## src/rtl/fx_switch_ctrl.sv

```systemverilog
`default_nettype none
// =============================================================================
// fx_switch_ctrl : click-free effect reconfiguration (fade-out, settle, fade-in)
// Rev 1.0
// =============================================================================
module fx_switch_ctrl #(
  parameter int RAMP_STEP      = 8,
  parameter int SETTLE_SAMPLES = 16
) (
  input  logic        clk,
  input  logic        rst_n,
  input  logic        sample_valid,
  input  logic        cfg_valid,
  output logic        cfg_ready,
  input  logic        req_enable_bitcrush,
  input  logic        req_enable_delay,
  input  logic [4:0]  req_bit_depth,
  input  logic [15:0] req_delay_num_samples,
  input  logic [7:0]  req_feedback_amount,
  input  logic [7:0]  req_delay_effect_amount,
  output logic        enable_bitcrush,
  output logic        enable_delay,
  output logic [4:0]  bit_depth,
  output logic [15:0] delay_num_samples,
  output logic [7:0]  feedback_amount,
  output logic [7:0]  delay_effect_amount,
  output logic [7:0]  fade_gain,
  output logic        busy
);

  localparam logic [8:0]  C_STEP   = 9'(RAMP_STEP);
  localparam logic [15:0] C_SETTLE = 16'(SETTLE_SAMPLES);

  typedef enum logic [1:0] {
    IDLE     = 2'd0,
    FADE_OUT = 2'd1,
    SETTLE   = 2'd2,
    FADE_IN  = 2'd3
  } state_t;

  typedef struct packed {
    logic        en_bc;
    logic        en_dl;
    logic [4:0]  depth;
    logic [15:0] dly;
    logic [7:0]  fb;
    logic [7:0]  mix;
  } cfg_t;

  localparam cfg_t C_CFG_RST = {1'b0, 1'b0, 5'd24, 16'd0, 8'd0, 8'd0};

  state_t      state, state_nx;
  cfg_t        applied, applied_nx;
  cfg_t        pend, pend_nx;
  logic [7:0]  gain, gain_nx;
  logic [15:0] cnt, cnt_nx;

  cfg_t        req;
  logic        structural;
  logic [7:0]  gain_dn;
  logic [8:0]  gain_sum;
  logic [7:0]  gain_up;

  assign req = {req_enable_bitcrush, req_enable_delay, req_bit_depth,
                req_delay_num_samples, req_feedback_amount, req_delay_effect_amount};

  // Only fields that alter the signal path topology force a fade.
  assign structural = (req.en_bc != applied.en_bc) || (req.en_dl != applied.en_dl) ||
                      (req.depth != applied.depth) || (req.dly != applied.dly);

  assign gain_dn  = (C_STEP >= {1'b0, gain}) ? 8'd0 : (gain - C_STEP[7:0]);
  assign gain_sum = {1'b0, gain} + C_STEP;
  assign gain_up  = gain_sum[8] ? 8'hFF : gain_sum[7:0];

  always_ff @(posedge clk or negedge rst_n) begin
    if (!rst_n) begin
      state   <= IDLE;
      applied <= C_CFG_RST;
      pend    <= '0;
      gain    <= 8'hFF;
      cnt     <= 16'd0;
    end else begin
      state   <= state_nx;
      applied <= applied_nx;
      pend    <= pend_nx;
      gain    <= gain_nx;
      cnt     <= cnt_nx;
    end
  end

  always_comb begin
    state_nx   = state;
    applied_nx = applied;
    pend_nx    = pend;
    gain_nx    = gain;
    cnt_nx     = cnt;
    case (state)
      IDLE: begin
        // A tick arriving with the transfer is ignored; the ramp starts on the next one.
        if (cfg_valid) begin
          if (structural) begin
            pend_nx  = req;
            state_nx = FADE_OUT;
          end else begin
            applied_nx.fb  = req.fb;
            applied_nx.mix = req.mix;
          end
        end
      end
      FADE_OUT: begin
        if (sample_valid) begin
          gain_nx = gain_dn;
          if (gain_dn == 8'd0) begin
            state_nx   = SETTLE;
            applied_nx = pend;
            cnt_nx     = C_SETTLE;
          end
        end
      end
      SETTLE: begin
        if (sample_valid) begin
          cnt_nx = cnt - 16'd1;
          if (cnt == 16'd1) state_nx = FADE_IN;
        end
      end
      FADE_IN: begin
        if (sample_valid) begin
          gain_nx = gain_up;
          if (gain_up == 8'hFF) state_nx = IDLE;
        end
      end
      default: state_nx = IDLE;
    endcase
  end

  assign cfg_ready           = (state == IDLE);
  assign busy                = (state != IDLE);
  assign fade_gain           = gain;
  assign enable_bitcrush     = applied.en_bc;
  assign enable_delay        = applied.en_dl;
  assign bit_depth           = applied.depth;
  assign delay_num_samples   = applied.dly;
  assign feedback_amount     = applied.fb;
  assign delay_effect_amount = applied.mix;

endmodule
`default_nettype wire

```

## config.mk

```make
export PLATFORM = sky130hd
export DESIGN_NAME = fx_switch_ctrl
export DESIGN_NICKNAME = d
export VERILOG_FILES = /design/src/rtl/fx_switch_ctrl.sv
export SDC_FILE = /design/constraint.sdc
export NUM_CORES = 1
export LEC_CHECK = 0
export CAP_MARGIN = 20
export CORE_AREA = 2 2 135 85
export CTS_BUF_LIST = sky130_fd_sc_hd__clkbuf_16
export DETAILED_ROUTE_END_ITERATION = 10
export DIE_AREA = 0 0 137 87
export GPL_ROUTABILITY_DRIVEN = 0
export PLACE_DENSITY = 0.71
export RECOVER_POWER = 50
export SKIP_LAST_GASP = 1
export SYNTH_ARGS = -nofsm -noshare
export SYNTH_HDL_FRONTEND = slang
export SYNTH_SLANG_ARGS = --single-unit
```

## constraint.sdc

```tcl
create_clock -name clk -period 3.5 [get_ports clk]
set_input_delay 1.05 -clock clk [delete_from_list [all_inputs] [get_ports clk]]
set_output_delay 1.05 -clock clk [all_outputs]
set_load 0.05 [all_outputs]
```

* After elaboration in Yosys (flattened, before gate mapping)
Cells that the tools add are included.
** Cells by class
- Add/subtract/negate cells :: 3
- $lt $le $gt $ge :: 1
- Equality and inequality tests :: 18
- Muxes and demuxes :: 23
- Reduce and logical (&&, ||, !) cells :: 15
** Operator list (number)
- $mux 16 :: 7
- $pmux 16 s2 :: 2
- $mux 8 :: 4
- $eq 16x1->1 const B :: 1
- $mux 2 :: 8
- $ne 16x16->1 :: 1
- $ne 2x2->1 const B :: 8
- $pmux 8 s2 :: 1
- $sub 16x1->16 const B :: 1
- $add 8x4->9 const B :: 1
- $reduce_and 3->1 :: 3
- $eq 8x8->1 const B :: 1
- $ge 4x8->1 const A :: 1
- $logic_not 8->1 :: 1
- $pmux 2 s4 :: 1
- $reduce_and 8->1 :: 1
- $reduce_bool 2->1 :: 4
- $sub 8x4->8 const B :: 1
- $ne 5x5->1 :: 1
- $reduce_and 5->1 :: 1
- $eq 2x2->1 const B :: 2
- $reduce_and 4->1 :: 1
- $logic_or 1x1->1 :: 3
- $eq 2x1->1 const B :: 1
- 3 further kinds :: 4
** Storage, ports and cells
- Bits in registers :: 104
- Input port bits :: 43
- Output and inout port bits :: 49
- Logic and storage cells :: 75

* Longest topological paths before layout
- Word-level depth :: 7
- Mapped depth :: 9
- Depth with buffers taken out :: 8

* Least setup slack after synthesis
Ideal clock, no wire load.
- Kind :: flip-flop to flip-flop
- Start point :: reg gain[3], in the netlist fade_gain[3]
- End point :: reg applied (netlist bit delay_effect_amount[4])
- Setup time :: 0.125 ns
- Arrival :: 2.658 ns
- Data required time :: 3.375 ns
- Setup slack :: 0.717 ns
- Stages on the path, launching flop included :: 10
- Path buffers :: 1
- Period minus slack after synthesis :: 2.783 ns
- Cells stage by stage :: dfstp_2 -> inv_1 -> ha_1 -> xor2_1 -> nor4b_2 -> a311oi_4 -> a21oi_4 -> nand3b_4 -> buf_6 -> mux2_4
** Between the ends
- Word-level cells in the longest chain between the ends :: 5
- Elaborated cells between the ends (all ways) :: 6
- Those cells by class :: 1 x add/sub; 1 x order compare; 1 x eq/ne; 1 x mux; 2 x reduce/logical
** RTL lines
- from (decl) :: line 55 : logic [7:0] gain, gain_nx;
- from (signal assigned) :: line 86 : gain <= gain_nx;
- $sub 8x4->8 or $ge 4x8->1 (tied branches) :: line 71 : assign gain_dn = (C_STEP >= {1'b0, gain}) ? 8'd0 : (gain - C_STEP[7:0]);
- $mux 8 (*) :: line 71
- $logic_not 8->1 (*) :: line 113 : if (gain_dn == 8'd0) begin
- $ne 2x2->1 (no source line) (*)
- $reduce_and 5->1 (no source line) (*)
- to (signal assigned) :: line 84 : applied <= applied_nx;
- to (decl) :: line 53 : cfg_t applied, applied_nx;
Every way passes the cells marked *; elsewhere a longest branch is shown, timed or not.
A chain may end at the register's enable or synchronous reset.

* Worst setup path in the final report
- Start point :: reg state[1]
- End point :: out busy
** Between the ends
- Word-level cells in the longest chain between the ends :: 1
** RTL lines
- from (decl) :: line 52 : state_t state, state_nx;
- from (signal assigned) :: line 83 : state <= state_nx;
- $reduce_bool 2->1 :: line 137 : assign busy = (state != IDLE);
- to (decl) :: line 28 : output logic busy
Every way passes these cells.

==> results.md <==
Setup path:
- The required time of the critical path is 2.45 ns.
- The worst setup path is of the register to primary output kind.
- The critical path arrival is 2.09 ns.
- In this run the worst path has a maximum fanout of 5.
- The launching element type of the critical path is a register.
- The setup check on the worst reg-to-reg path leaves a slack of 0.46 ns.
- The worst setup path is captured at a primary output.

Timing:
- Setup violations remaining at the end of the flow were counted as 0.
- The final count of pins violating max slew came to 0.
- The worst path in the final design needs a cycle of 3.14 ns, including I/O delays and setup.
- Setup repair after global routing left no endpoint under its margin.
- For the pin with the worst max-slew slack, the measured transition is 1.32 ns.
- The final number of hold-violating endpoints is 0.
- The worst clock skew on the final layout is 0.00791 ns.
- The maximum operating frequency is 0.318 GHz.
- The worst-case setup margin in the final layout is 0.356 ns.
- The aggregate negative setup slack is 0 ns.
- In the finished design, the share of the clock period the worst path needs comes to 0.898.
- The worst pin sits at a relative slew slack of 0.118.

Logic synthesis:
- The cell taking the most area after synthesis is sky130_fd_sc_hd__dfrtp_1.
- The fraction of the yosys area taken by sequential cells is 0.512.
- The number of enable flip-flop cells after synthesis is 0.
- Of the post-synthesis cell area, the dominant cell type holds 0.460.
- Yosys attributes the largest share of cell area to sky130_fd_sc_hd__dfrtp_1 46%, sky130_fd_sc_hd__mux2_2 19%, sky130_fd_sc_hd__xnor2_1 6.2%.
- Counting every instance in the synthesized netlist gives 402.
- The mean post-synth cell area is 12.7 um2.
- During synthesis, Yosys emitted a total of 0 warnings.
- Synthesis inferred 104 register bits.
- The post-synth design cell area is 5110 um2.
- The leading cell type by number of instances after synthesis is sky130_fd_sc_hd__dfrtp_1.
- The number of nets handed over by synthesis was 453.
- Counting instances in the post-synthesis netlist gives the leading cell types as 94 x sky130_fd_sc_hd__dfrtp_1, 85 x sky130_fd_sc_hd__mux2_2, 36 x sky130_fd_sc_hd__xnor2_1.
- The most common flop cell mapped by yosys is sky130_fd_sc_hd__dfrtp_1.
- The share of flip-flops with an asynchronous set or reset after synthesis is 1.00.
- The number of distinct standard cells referenced by the synthesized netlist is 49.

Status:
- The flow ran to the end, and the final reports show no timing, DRC or antenna violations.

Floorplan:
- The floorplan step defined a die boundary enclosing 11900 um2.
- The total core area is 10800 um2.
- The initial utilization of the core area, before any placement, comes to 0.473.
- The number of core rows is 30.
- During I/O placement, the number of pins put on the boundary was 92.
- Measured along the y axis, the die boundary spans 87 um.
- From left edge to right edge, the die measures 137 um.

Layout:
- The area growth from synthesis to layout is 26.2%.
- The post-layout instance count excluding filler cells is 642.
- The sequential cells in the finished layout cover a total of 2620 um2.
- Counting the fill cells in the layout gives 891.
- The layout net count is 545.
- The area occupied by multi-input gates is 2360 um2.
- The fraction of final layout cells sized beyond drive strength 1 is 0.277.
- The antenna diode instance count is 0.

Clocking:
- The clock tree synthesis step divided the H-tree into 3 levels.
- The longest clock path from root to sink contains 2 buffers.
- The number of hold buffers added after CTS was 0.
- The CTS tree is done.
- Clock tree synthesis selected as its root buffer the cell sky130_fd_sc_hd__clkbuf_16.
- The number of gates resized after CTS was 0.
- The number of CTS-inserted buffers is 9.
- The clock latency of the later-clocked register in the worst-skew pair is 0.34 ns.
- Clock-pin slew was measured on the worst setup and hold paths at 0.07 ns.
- The post-CTS setup-driven buffer insertion count is 0.
- The tree built by TritonCTS fans out to 104 sinks.

Placement:
- The number of cells in the design after placement is 626.
- The count of buffers added on input and output ports is 91.
- The detailed-placement wirelength estimate is 7.85 mm.
- The pre-CTS setup slack is 0.0999 ns.

Global routing:
- The number of antenna violations at the first check in global routing is 0.
- The number of global-route vias before repair is 3509.
- The maximum number of pins on one net before global-route repair is 54.
- The first global-routing pass estimated 18.0 mm of wire.
- After global routing the overflow that remains totals 0.
- Across every metal layer, demand over resource in global routing totals 0.195.

Power and ir drop:
- Of the total power, the share spent switching nets is 0.424.
- Of the total power, registers draw 0.339.
- The leakage dissipation is 2.69 nW.
- The total internal power is 0.00386 W.
- The power share of the clock group is 0.144.
- The worst-case IR drop observed on VDD is 0.000499 V.
- Of the total power, combinational logic draws 0.516.
- The overall power of the completed layout is 0.00670 W.
- The total net switching power is 0.00284 W.
- The ratio of total power to cell area is 1040 nW/um2.

Routing:
- The ratio of routed vias to standard cells is 5.29.
- The routed layout has 3394 vias.
- The first detailed-routing pass ran for 4 iterations.
- The top layer used by detailed routing is met4.
- The routed design uses 865 um of met3 wire.
- The violation count after the first detailed-route iteration is 209.
- The met2 wirelength from detailed routing is 4.82 mm.
- The detailed-route wire length is 11.0 mm.
- The detail route stage leaves a number of antenna-violating nets equal to 0.
- The wire length per cell after detailed routing is 17.1 um.
- The detailed router put a total of 5.22 mm of wire on met1.
- After detailed routing, the number of remaining DRC violations is 0.

Min path:
- The worst hold path belongs to the class register to register.

Run:
- The number of max-cap violations is 0.
registers in the layout, summed over array words and instances (netlist names):
name                 flops
enable_bitcrush          1
feedback_amount          8
bit_depth                5
delay_effect_amount      8
cnt                     16
enable_delay             1
pend                    39
delay_num_samples       16
state                    2
fade_gain                8
per-layer routing:
metal	up-vias	global-route usage
met2	105	0.289
li1	1606	-
met4	0	0.0384
met3	9	0.0710
met1	1674	0.276
met5	-	0
power groups by stage:
stage | Combinational (W) | Clock [W] | Sequential, W
floorplan | 0.00173 | 0 | 0.00305
global placement | 0.00343 | 0 | 0.00225
detailed placement | 0.00351 | 0 | 0.00229
CTS | 0.00352 | 0.000988 | 0.00228
global route | 0.00369 | 0.00104 | 0.00236
finish | 0.00346 | 0.000967 | 0.00227
worst max-delay path: stages (launching register included):
cell                              delay [ns]
sky130_fd_sc_hd__dfrtp_1                0.41
sky130_fd_sc_hd__inv_1                  0.08
sky130_fd_sc_hd__ha_1                   0.28
sky130_fd_sc_hd__inv_1                  0.17
sky130_fd_sc_hd__clkdlybuf4s50_1        0.82
cell type report:
type | count | area share
timing repair buffer | 97 | 0.151
sequential | 104 | 0.406
clock inverter | 6 | 0.00834
tap | 144 | 0.0279
inverter | 11 | 0.00640
clock buffer | 9 | 0.0349
multi-input combinational | 271 | 0.366
cells by family (layout without fill, tap and decap cells):
| kind of cell | after synthesis | count (layout) | share of synthesized area |
|---|---|---|---|
| flops | 104 | 104 | 0.512 |
| compound gates | 25 | 25 | 0.0389 |
| mux | 97 | 97 | 0.221 |
| xor+xnor | 41 | 41 | 0.0703 |
| fa+ha+maj | 8 | 8 | 0.0196 |
| simple gates | 100 | 100 | 0.111 |
| buf+inv | 27 | 123 | 0.0274 |
worst paths after layout:
| kind | start | cells after the start | to |
|---|---|---|---|
| worst max-delay path | state[1]$_DFFE_PN0P_ | 4 | busy |
| worst max register to register | fade_gain[3]$_DFFE_PN1P_ | 8 | delay_effect_amount[2]$_DFFE_PN0P_ |
| min in group asynchronous | rst_n | 1 | delay_num_samples[14]$_DFFE_PN0P_ |
| max in group asynchronous | rst_n | 2 | fade_gain[0]$_DFFE_PN1P_ |
| worst min-delay path | pend[35]$_DFFE_PN0P_ | 1 | pend[35]$_DFFE_PN0P_ |
| worst min register to register | pend[35]$_DFFE_PN0P_ | 1 | pend[35]$_DFFE_PN0P_ |
cell usage in the layout (no fill, tap or decap), types with 3 or more instances in the layout:
master and instances:
sky130_fd_sc_hd__dfrtp_1 94, sky130_fd_sc_hd__mux2_2 85, sky130_fd_sc_hd__clkdlybuf4s50_1 73, sky130_fd_sc_hd__xnor2_1 36
sky130_fd_sc_hd__nor2_1 30, sky130_fd_sc_hd__dlygate4sd3_1 17, sky130_fd_sc_hd__inv_1 14, sky130_fd_sc_hd__nand2_1 11
sky130_fd_sc_hd__nor3_1 10, sky130_fd_sc_hd__mux2_4 10, sky130_fd_sc_hd__dfstp_2 10, sky130_fd_sc_hd__clkbuf_16 9
sky130_fd_sc_hd__nand4_1 8, sky130_fd_sc_hd__o21ai_0 8, sky130_fd_sc_hd__ha_1 8, sky130_fd_sc_hd__nor4_1 6
sky130_fd_sc_hd__or3_1 5, sky130_fd_sc_hd__xor2_1 5, sky130_fd_sc_hd__nand3_1 5, sky130_fd_sc_hd__nor4_2 4
sky130_fd_sc_hd__buf_4 4, sky130_fd_sc_hd__and3_1 3, sky130_fd_sc_hd__or4_1 3, sky130_fd_sc_hd__nand3b_1 3
metrics by stage:
step	util	hold WS [ns]	cell area (um2)
6_report	0.597	0.503	6450
3_5_place_dp	0.570	0.489	6160
2_1_floorplan	-	0.474	5110
3_3_place_gp	0.570	0.479	6160
4_1_cts	0.596	0.506	6440
5_1_grt	0.597	0.517	6450
(Power assumes the default switching activity.)
